`src/rtl/hamming_pkg.sv`:
```
// Shared definitions for the extended-Hamming (SEC-DED) code family:
// code geometry helpers and the error classification type.
package hamming_pkg;

    typedef enum logic [1:0] {
        ERR_NONE   = 2'd0,
        ERR_SINGLE = 2'd1,
        ERR_DOUBLE = 2'd2
    } err_class_t;

    // Smallest r with 2^r >= data_bits + r + 1.
    function automatic int calc_parity_bits(input int data_bits);
        int r;
        r = 32'sd0;
        for (int k = 1; k < 31; k++) begin
            if ((r == 32'sd0) && ((32'sd2 ** k) >= (data_bits + k + 32'sd1))) begin
                r = k;
            end
        end
        return r;
    endfunction

    // True for 1, 2, 4, 8, ... (the Hamming check-bit positions).
    function automatic logic is_pow2(input int pos);
        return (pos > 32'sd0) && ((pos & (pos - 32'sd1)) == 32'sd0);
    endfunction

    // Codeword position carrying payload bit j: the j-th non-power-of-two
    // position, counting upward from position 1.
    function automatic int data_pos(input int j);
        int count;
        int pos;
        count = 32'sd0;
        pos   = 32'sd0;
        for (int i = 1; i < 1024; i++) begin
            if ((pos == 32'sd0) && !is_pow2(i)) begin
                if (count == j) begin
                    pos = i;
                end
                count = count + 32'sd1;
            end
        end
        return pos;
    endfunction

endpackage

```
`src/rtl/hamming_syndrome.sv`:
```
// Combinational syndrome / overall-parity / payload extraction for one
// extended-Hamming codeword. Bit 0 is overall parity, bit i is position i.
module hamming_syndrome
    import hamming_pkg::*;
#(
    parameter  int DATA_BITS   = 4,
    localparam int PARITY_BITS = calc_parity_bits(DATA_BITS),
    localparam int CODE_BITS   = DATA_BITS + PARITY_BITS + 1
) (
    input  logic [CODE_BITS-1:0]   code,
    output logic [PARITY_BITS-1:0] syndrome,
    output logic                   parity,
    output logic [DATA_BITS-1:0]   data
);

    // Syndrome bit k folds in every position whose index has bit k set.
    always_comb begin
        syndrome = {PARITY_BITS{1'b0}};
        for (int i = 1; i < CODE_BITS; i++) begin
            for (int k = 0; k < PARITY_BITS; k++) begin
                if (((i >> k) & 32'sd1) != 32'sd0) begin
                    syndrome[k] = syndrome[k] ^ code[i];
                end else begin
                    syndrome[k] = syndrome[k];
                end
            end
        end
    end

    assign parity = ^code;

    for (genvar j = 0; j < DATA_BITS; j++) begin : g_extract
        localparam int POS = data_pos(j);
        assign data[j] = code[POS];
    end

endmodule

```
`src/rtl/hamming_secded_decoder.sv`:
```
// Two-stage pipelined SEC-DED decoder with valid/ready handshake and
// saturating corrected/uncorrectable word counters.
module hamming_secded_decoder
    import hamming_pkg::*;
#(
    parameter  int DATA_BITS   = 4,
    parameter  int COUNT_BITS  = 16,
    localparam int PARITY_BITS = calc_parity_bits(DATA_BITS),
    localparam int CODE_BITS   = DATA_BITS + PARITY_BITS + 1
) (
    input  logic                   clk,
    input  logic                   rst_n,
    input  logic                   in_valid,
    output logic                   in_ready,
    input  logic [CODE_BITS-1:0]   code_in,
    output logic                   out_valid,
    input  logic                   out_ready,
    output logic [DATA_BITS-1:0]   data_out,
    output logic                   err_corrected,
    output logic                   err_uncorrectable,
    output logic [PARITY_BITS-1:0] syndrome,
    input  logic                   clear_counts,
    output logic [COUNT_BITS-1:0]  corr_count,
    output logic [COUNT_BITS-1:0]  uncorr_count
);

    // Syndromes at or above this value do not name a real position.
    localparam logic [PARITY_BITS:0]  SYN_LIMIT = CODE_BITS[PARITY_BITS:0];
    localparam logic [COUNT_BITS-1:0] COUNT_MAX = {COUNT_BITS{1'b1}};
    localparam logic [COUNT_BITS-1:0] COUNT_ONE = COUNT_BITS'(1'b1);

    logic                   s1_valid_r;
    logic [CODE_BITS-1:0]   s1_code_r;
    logic [PARITY_BITS-1:0] s1_syn_s;
    logic                   s1_par_s;
    logic [DATA_BITS-1:0]   s1_data_s;
    logic [DATA_BITS-1:0]   s1_fixed_s;
    err_class_t             s1_class_s;
    logic                   s1_corr_s;
    logic                   s1_unc_s;

    logic                   out_valid_r;
    logic [DATA_BITS-1:0]   data_out_r;
    logic                   err_corrected_r;
    logic                   err_uncorrectable_r;
    logic [PARITY_BITS-1:0] syndrome_r;
    logic [COUNT_BITS-1:0]  corr_count_r;
    logic [COUNT_BITS-1:0]  uncorr_count_r;

    logic                   s2_adv_s;
    logic                   s1_adv_s;
    logic                   out_xfer_s;

    assign s2_adv_s   = !out_valid_r || out_ready;
    assign s1_adv_s   = !s1_valid_r || s2_adv_s;
    assign out_xfer_s = out_valid_r && out_ready;

    // Stage 1: capture the incoming codeword when the stage can move.
    always_ff @(posedge clk or negedge rst_n) begin
        if (!rst_n) begin
            s1_valid_r <= 1'b0;
            s1_code_r  <= {CODE_BITS{1'b0}};
        end else if (s1_adv_s) begin
            s1_valid_r <= in_valid;
            if (in_valid) begin
                s1_code_r <= code_in;
            end
        end
    end

    hamming_syndrome #(
        .DATA_BITS (DATA_BITS)
    ) u_syndrome (
        .code     (s1_code_r),
        .syndrome (s1_syn_s),
        .parity   (s1_par_s),
        .data     (s1_data_s)
    );

    // Classify the stage-1 word from syndrome and overall parity.
    always_comb begin
        s1_class_s = ERR_NONE;
        if (s1_par_s) begin
            if ({1'b0, s1_syn_s} < SYN_LIMIT) begin
                s1_class_s = ERR_SINGLE;
            end else begin
                s1_class_s = ERR_DOUBLE;
            end
        end else begin
            if (s1_syn_s != {PARITY_BITS{1'b0}}) begin
                s1_class_s = ERR_DOUBLE;
            end else begin
                s1_class_s = ERR_NONE;
            end
        end
    end

    // Decode the class into the two mutually exclusive flags.
    always_comb begin
        s1_corr_s = 1'b0;
        s1_unc_s  = 1'b0;
        case (s1_class_s)
            ERR_NONE: begin
                s1_corr_s = 1'b0;
                s1_unc_s  = 1'b0;
            end
            ERR_SINGLE: begin
                s1_corr_s = 1'b1;
                s1_unc_s  = 1'b0;
            end
            ERR_DOUBLE: begin
                s1_corr_s = 1'b0;
                s1_unc_s  = 1'b1;
            end
            default: begin
                s1_corr_s = 1'b0;
                s1_unc_s  = 1'b1;
            end
        endcase
    end

    // A single error at a payload position flips that payload bit back;
    // check-bit and parity-bit errors leave the payload untouched.
    for (genvar j = 0; j < DATA_BITS; j++) begin : g_fix
        localparam int POS = data_pos(j);
        assign s1_fixed_s[j] = s1_data_s[j]
                             ^ (s1_corr_s && (s1_syn_s == POS[PARITY_BITS-1:0]));
    end

    // Stage 2: register the decoded result; holds while the consumer stalls.
    always_ff @(posedge clk or negedge rst_n) begin
        if (!rst_n) begin
            out_valid_r         <= 1'b0;
            data_out_r          <= {DATA_BITS{1'b0}};
            err_corrected_r     <= 1'b0;
            err_uncorrectable_r <= 1'b0;
            syndrome_r          <= {PARITY_BITS{1'b0}};
        end else if (s2_adv_s) begin
            out_valid_r <= s1_valid_r;
            if (s1_valid_r) begin
                data_out_r          <= s1_fixed_s;
                err_corrected_r     <= s1_corr_s;
                err_uncorrectable_r <= s1_unc_s;
                syndrome_r          <= s1_syn_s;
            end
        end
    end

    // Saturating count of corrected words; clear wins over an increment.
    always_ff @(posedge clk or negedge rst_n) begin
        if (!rst_n) begin
            corr_count_r <= {COUNT_BITS{1'b0}};
        end else if (clear_counts) begin
            corr_count_r <= {COUNT_BITS{1'b0}};
        end else if (out_xfer_s && err_corrected_r && (corr_count_r != COUNT_MAX)) begin
            corr_count_r <= corr_count_r + COUNT_ONE;
        end
    end

    // Saturating count of uncorrectable words; clear wins over an increment.
    always_ff @(posedge clk or negedge rst_n) begin
        if (!rst_n) begin
            uncorr_count_r <= {COUNT_BITS{1'b0}};
        end else if (clear_counts) begin
            uncorr_count_r <= {COUNT_BITS{1'b0}};
        end else if (out_xfer_s && err_uncorrectable_r && (uncorr_count_r != COUNT_MAX)) begin
            uncorr_count_r <= uncorr_count_r + COUNT_ONE;
        end
    end

    assign in_ready          = s1_adv_s;
    assign out_valid         = out_valid_r;
    assign data_out          = data_out_r;
    assign err_corrected     = err_corrected_r;
    assign err_uncorrectable = err_uncorrectable_r;
    assign syndrome          = syndrome_r;
    assign corr_count        = corr_count_r;
    assign uncorr_count      = uncorr_count_r;

endmodule

```
`config.mk`:
```
export PLATFORM = sky130hd
export DESIGN_NAME = hamming_secded_decoder
export DESIGN_NICKNAME = d
export VERILOG_FILES = /design/src/rtl/hamming_pkg.sv /design/src/rtl/hamming_syndrome.sv /design/src/rtl/hamming_secded_decoder.sv
export SDC_FILE = /design/constraint.sdc
export NUM_CORES = 1
export LEC_CHECK = 0
export CAP_MARGIN = 30
export CORE_MARGIN = 2
export CORE_UTILIZATION = 51
export CTS_CLUSTER_DIAMETER = 50
export DETAILED_ROUTE_END_ITERATION = 10
export PLACE_DENSITY_LB_ADDON = 0.12
export REMOVE_ABC_BUFFERS = 1
export SLEW_MARGIN = 20
export SYNTH_ARGS = -nofsm -noshare
export SYNTH_HDL_FRONTEND = slang
export SYNTH_SLANG_ARGS = --single-unit
```
`constraint.sdc`:
```
create_clock -name clk -period 2.05 [get_ports clk]
set_input_delay 0.41 -clock clk [delete_from_list [all_inputs] [get_ports clk]]
set_output_delay 0.41 -clock clk [all_outputs]
set_load 0.02 [all_outputs]
```
### Yosys cells after proc, flatten, opt, wreduce, memory -nomap -nowiden

Index checks and enable logic that the tools add are counted.

* $add $sub $neg: 2
* equal/unequal tests: 7
* muxes and demuxes: 8
* bitwise gates (word level): 13
* reductions and logical operators: 21

Operator list (count)
* two-way mux 16 bit: 4
* adder 16 x 1 -> 16 bit, second input constant: 2
* != test 16 bit, second input constant: 2
* bitwise XOR 1 bit: 13
* equality test 3 bit, second input constant: 3
* logical AND 1 bit: 9
* parity 8 bit: 1
* two-way mux 2 bit: 2
* AND reduction 2 bit: 2
* nonzero test 2 bit: 2
* equality test 3 x 2 -> 1 bit, second input constant: 1
* nonzero test 3 bit: 1
* equality test 2 x 1 -> 1 bit, second input constant: 1
* zero test 1 bit: 2
* zero test 2 bit: 1
* logical OR 1 bit: 2
* two-way mux 1 bit: 2
* OR reduction 2 bit: 1

* register bits: 51
* input bits: 13
* output and inout port bits: 43
* word-level logic and storage cells: 60

### Logic depth before layout (Yosys ltp)

* depth in word-level cells: 10
* depth in mapped cells: 7
* mapped depth without buffers: 6

### Modules after synthesis

Synthesis repeated with hierarchy kept, for this count alone.

* cell total of the unflattened synthesis: 268
* area total of the unflattened synthesis: 2713.9 sq um

By module, submodules not included
* hamming_secded_decoder: times used 1, cells an instance 253, area an instance 2580.0 sq um, sequential area each 1276.2 sq um
* hamming_syndrome: times used 1, cells an instance 15, area an instance 133.9 sq um, sequential area each 0.0 sq um

### Worst setup path before layout

Ideal clock, no wire load.

* path type: reg-to-reg
* start point: register uncorr_count_r[4], in the netlist uncorr_count[4]
* end point: register uncorr_count_r[15], in the netlist uncorr_count[15]
* setup time: 0.120 ns
* data arrival time: 1.655 ns
* required time: 1.930 ns
* slack: 0.275 ns
* cell stages (with the launch flop): 6
* path buffers: 0
* clock period less this slack: 1.775 ns
* path through: dfrtp_1 -> nand3_2 -> or3_4 -> nor4_2 -> a311oi_1 -> a41o_1

* word-level cells in the longest chain between the ends: 3
* elaborated cells on any way between the ends: 6
* those cells by class: add/sub (1); eq/ne (1); mux (2); reduce/logical (2)

Ends and longest elaborated chain
* from (decl): line hamming_secded_decoder.sv:48 `logic [COUNT_BITS-1:0] uncorr_count_r;`
* from (signal assigned): line hamming_secded_decoder.sv:163 `uncorr_count_r <= {COUNT_BITS{1'b0}};`
* from (signal assigned): line hamming_secded_decoder.sv:165 `uncorr_count_r <= {COUNT_BITS{1'b0}};`
* from (signal assigned): line hamming_secded_decoder.sv:167 `uncorr_count_r <= uncorr_count_r + COUNT_ONE;`
* adder 16 x 1 -> 16 bit / != test 16 bit (equally long branches): line hamming_secded_decoder.sv:167, hamming_secded_decoder.sv:166
* two-way mux 16 bit / logical AND 1 bit (equally long branches): line hamming_secded_decoder.sv:166 `end else if (out_xfer_s && err_uncorrectable_r && (uncorr_count_r != COUNT_MAX)) begin`
* two-way mux 16 bit / nonzero test 2 bit (equally long branches)

Several ways; a longest one is shown, not always the timed one. The select of a mux whose other input is x is not followed.
A chain may end at the register's enable or synchronous reset.

### Final worst setup path

* start point: input port out_ready
* end point: output port in_ready

* word-level cells in the longest chain between the ends: 2

Ends and longest elaborated chain
* from (decl): line hamming_secded_decoder.sv:17 `input logic out_ready,`
* logical OR 1 bit: line hamming_secded_decoder.sv:54 `assign s2_adv_s = !out_valid_r || out_ready;`
* logical OR 1 bit: line hamming_secded_decoder.sv:55 `assign s1_adv_s = !s1_valid_r || s2_adv_s;`
* to (decl): line hamming_secded_decoder.sv:14 `output logic in_ready,`

Every way passes these cells.

==> metrics <==
I/O Pins 56; H-tree depth 2; Antenna Cells 0; number of setup buffers added after CTS 0; pwr dens 748 nW/um^2; Chip Height 76.2 um; die footprint 5810 um^2; # clock sinks 51; Buffers on Ports 55; top_reg_cell synth dfrtp_1; commonest non-fill, non-tap cells in the layout clkdlybuf4s50_1 (53), dfrtp_1 (51), nor2_1 (32); Crit Path Category in -> out; Max Freq 0.546 GHz; Max-Cap Viols 0; core area 5070 um^2; synthesized area per cell 10.4 um^2; total number of vias 2089; Setup Skew 0.00603 ns; Setup crit start kind input pin; FF-to-FF Start uncorr_count[1]; CP cell instances clkdlybuf4s50_1 -> nand3b_1 -> dlygate4sd2_1; first-pass GRT wire length 9.34 mm; Total Wirelength 5.34 mm; Critical Path RT 1.64 ns; Synth async-reset ratio 100%; CP delay by family, top buffers and inverters; slowest stage delay, CP 0.53 ns; TritonCTS clock tree built; DIE WIDTH 76.2 um; Layout Nets 339; total track usage 19.9%; DP Wirelength 4.00 mm; clock buffer depth 2; register area share after synthesis 48.0%; Num CTS Buffers 5; Slew @ Worst Pin 0.509 ns; Synth-to-Final Area Change 30.0%; status complete, no violations; Initial Util 52.4%; Synth Warn # 0; initial antenna violation count 0; drt wl/cell 13.6 um; RSZ-0062 raised after global routing no; commonest non-fill, non-tap cell in the layout clkdlybuf4s50_1; WP buf/inv 2; Post-Layout Inst Area 3460 um^2; EDFF count, synth 0; GPL Wtd Cong 0.824; drt first pass iters 4; Placed Area 3390 um^2; register bit total from synthesis 51; Tmin final 1.83 ns; vias per inst 5.32; CTS hold repair buffers 0; Hold Crit Class in -> async; fin crit share 89.4%; critical path's slowest cell clkdlybuf4s50_1; final setup fails 0; DR iter-0 viols 132; utilization after layout 68.2%; Worst-path clk slew 0.08 ns; Leakage 1.36 nW; vias in the first global route 2027; Slew headroom 65.8%; post-synth cell types 46; CP startpoint out_ready; crit-path max FO 3; Pins Over Slew Limit 0; DRT antenna net count 0; Worst IR Drop VDD 0.550 mV; Worst Setup End Kind output port; residual DRC count 0; GR Overflow Total 0; Worst-Skew Late Latency 0.30 ns; layout cell share with drive strength beyond 1 13.0%; largest net degree at the start of global routing 52; root buf cell clkbuf_8; synthesized instance count 255; Row Count 26; Worst Path Arrival 1.42 ns; Final Hold Viols 0; cell area after synthesis 2660 um^2
-- logic make-up after synthesis --
kind of cell             Yosys count  share of synthesized area (%)
AND/OR/NAND/NOR                  102                           21.3
flip-flops                        51                           48.0
XOR/XNOR                          40                           14.2
AO/OA/AOI/OAI                     33                           8.18
buffers and inverters             14                           2.02
multiplexers                      13                           5.31
adder cells (fa/ha/maj)            2                          0.940
-- where the power goes --
part / internal, mW / leakage [nW] / total, mW / switching [mW]
sequential: 1.12 / 0.671 / 1.22 / 0.102
clock: 0.228 / 0.0371 / 0.526 / 0.298
combinational: 0.416 / 0.655 / 0.838 / 0.422
-- routing by layer --
layer	up-vias	part of all wire, %	track usage [%]
met5	-	0	0
li1	1031	-	-
met3	4	3.5	4.86
met1	1018	47	26.9
met4	0	0.90	6.36
met2	36	49	31.7
-- Yosys cell counts, drive strengths merged (6+ instances only) --
library cell	number	area share (%)
xnor2	32	11
o21ai	10	1.9
nor4	6	1.9
nand3	13	3.0
clkbuf	6	0.85
nand2	17	2.4
nor2	32	4.5
xor2	7	2.3
inv	6	0.85
a21oi	9	1.7
mux2	9	3.8
dfrtp	51	48
-- worst paths after layout --
path                       depth (start not counted)                to  slack (ns)
max                                                3          in_ready        0.22
min                                                2   uncorr_count[8]        0.08
max reg2reg                                        6  uncorr_count[14]        0.28
min reg2reg                                        2       syndrome[1]        0.48
max in group asynchronous                          2      s1_code_r[1]        1.74
min in group clk                                   2       syndrome[1]        0.48
-- state kept, by name, indices dropped and copies added (netlist names) --
| register | count |
|---|---|
| s1_code_r | 8 |
| err_corrected | 1 |
| uncorr_count | 16 |
| err_uncorrectable | 1 |
| out_valid | 1 |
| corr_count | 16 |
| syndrome | 3 |
| s1_valid_r | 1 |
| data_out | 4 |
-- per-stage QoR --
| stage | cells | TNS (ns) | power [mW] | hold slack (ns) | setup WS [ns] |
|---|---|---|---|---|---|
| 2_1_floorplan | 247 | 0 | 1.74 | 0.114 | 0.275 |
| 3_3_place_gp | 387 | -0.270 | 2.07 | 0.422 | -0.0537 |
| 3_5_place_dp | 387 | -0.423 | 2.09 | 0.421 | -0.0736 |
| 4_1_cts | 393 | 0 | 2.62 | 0.0938 | 0.216 |
| 5_1_grt | 393 | 0 | 2.75 | 0.106 | 0.114 |
| 6_report | 393 | 0 | 2.59 | 0.0842 | 0.217 |
-- what timing repair did --
item                                    4_1_cts  5_1_grt
endpoints found under the hold margin         0        0
gates resized for setup                       1        0
endpoints found under the setup margin        1        0
-- final cells by class --
type	instances	area [um^2]
fill	418	1620
multi-input combinational	190	1330
sequential	51	1280
timing repair buffer	70	669
tap	70	87.6
clock buffer	6	72.6
inverter	6	22.5
(Power assumes the default switching activity.)
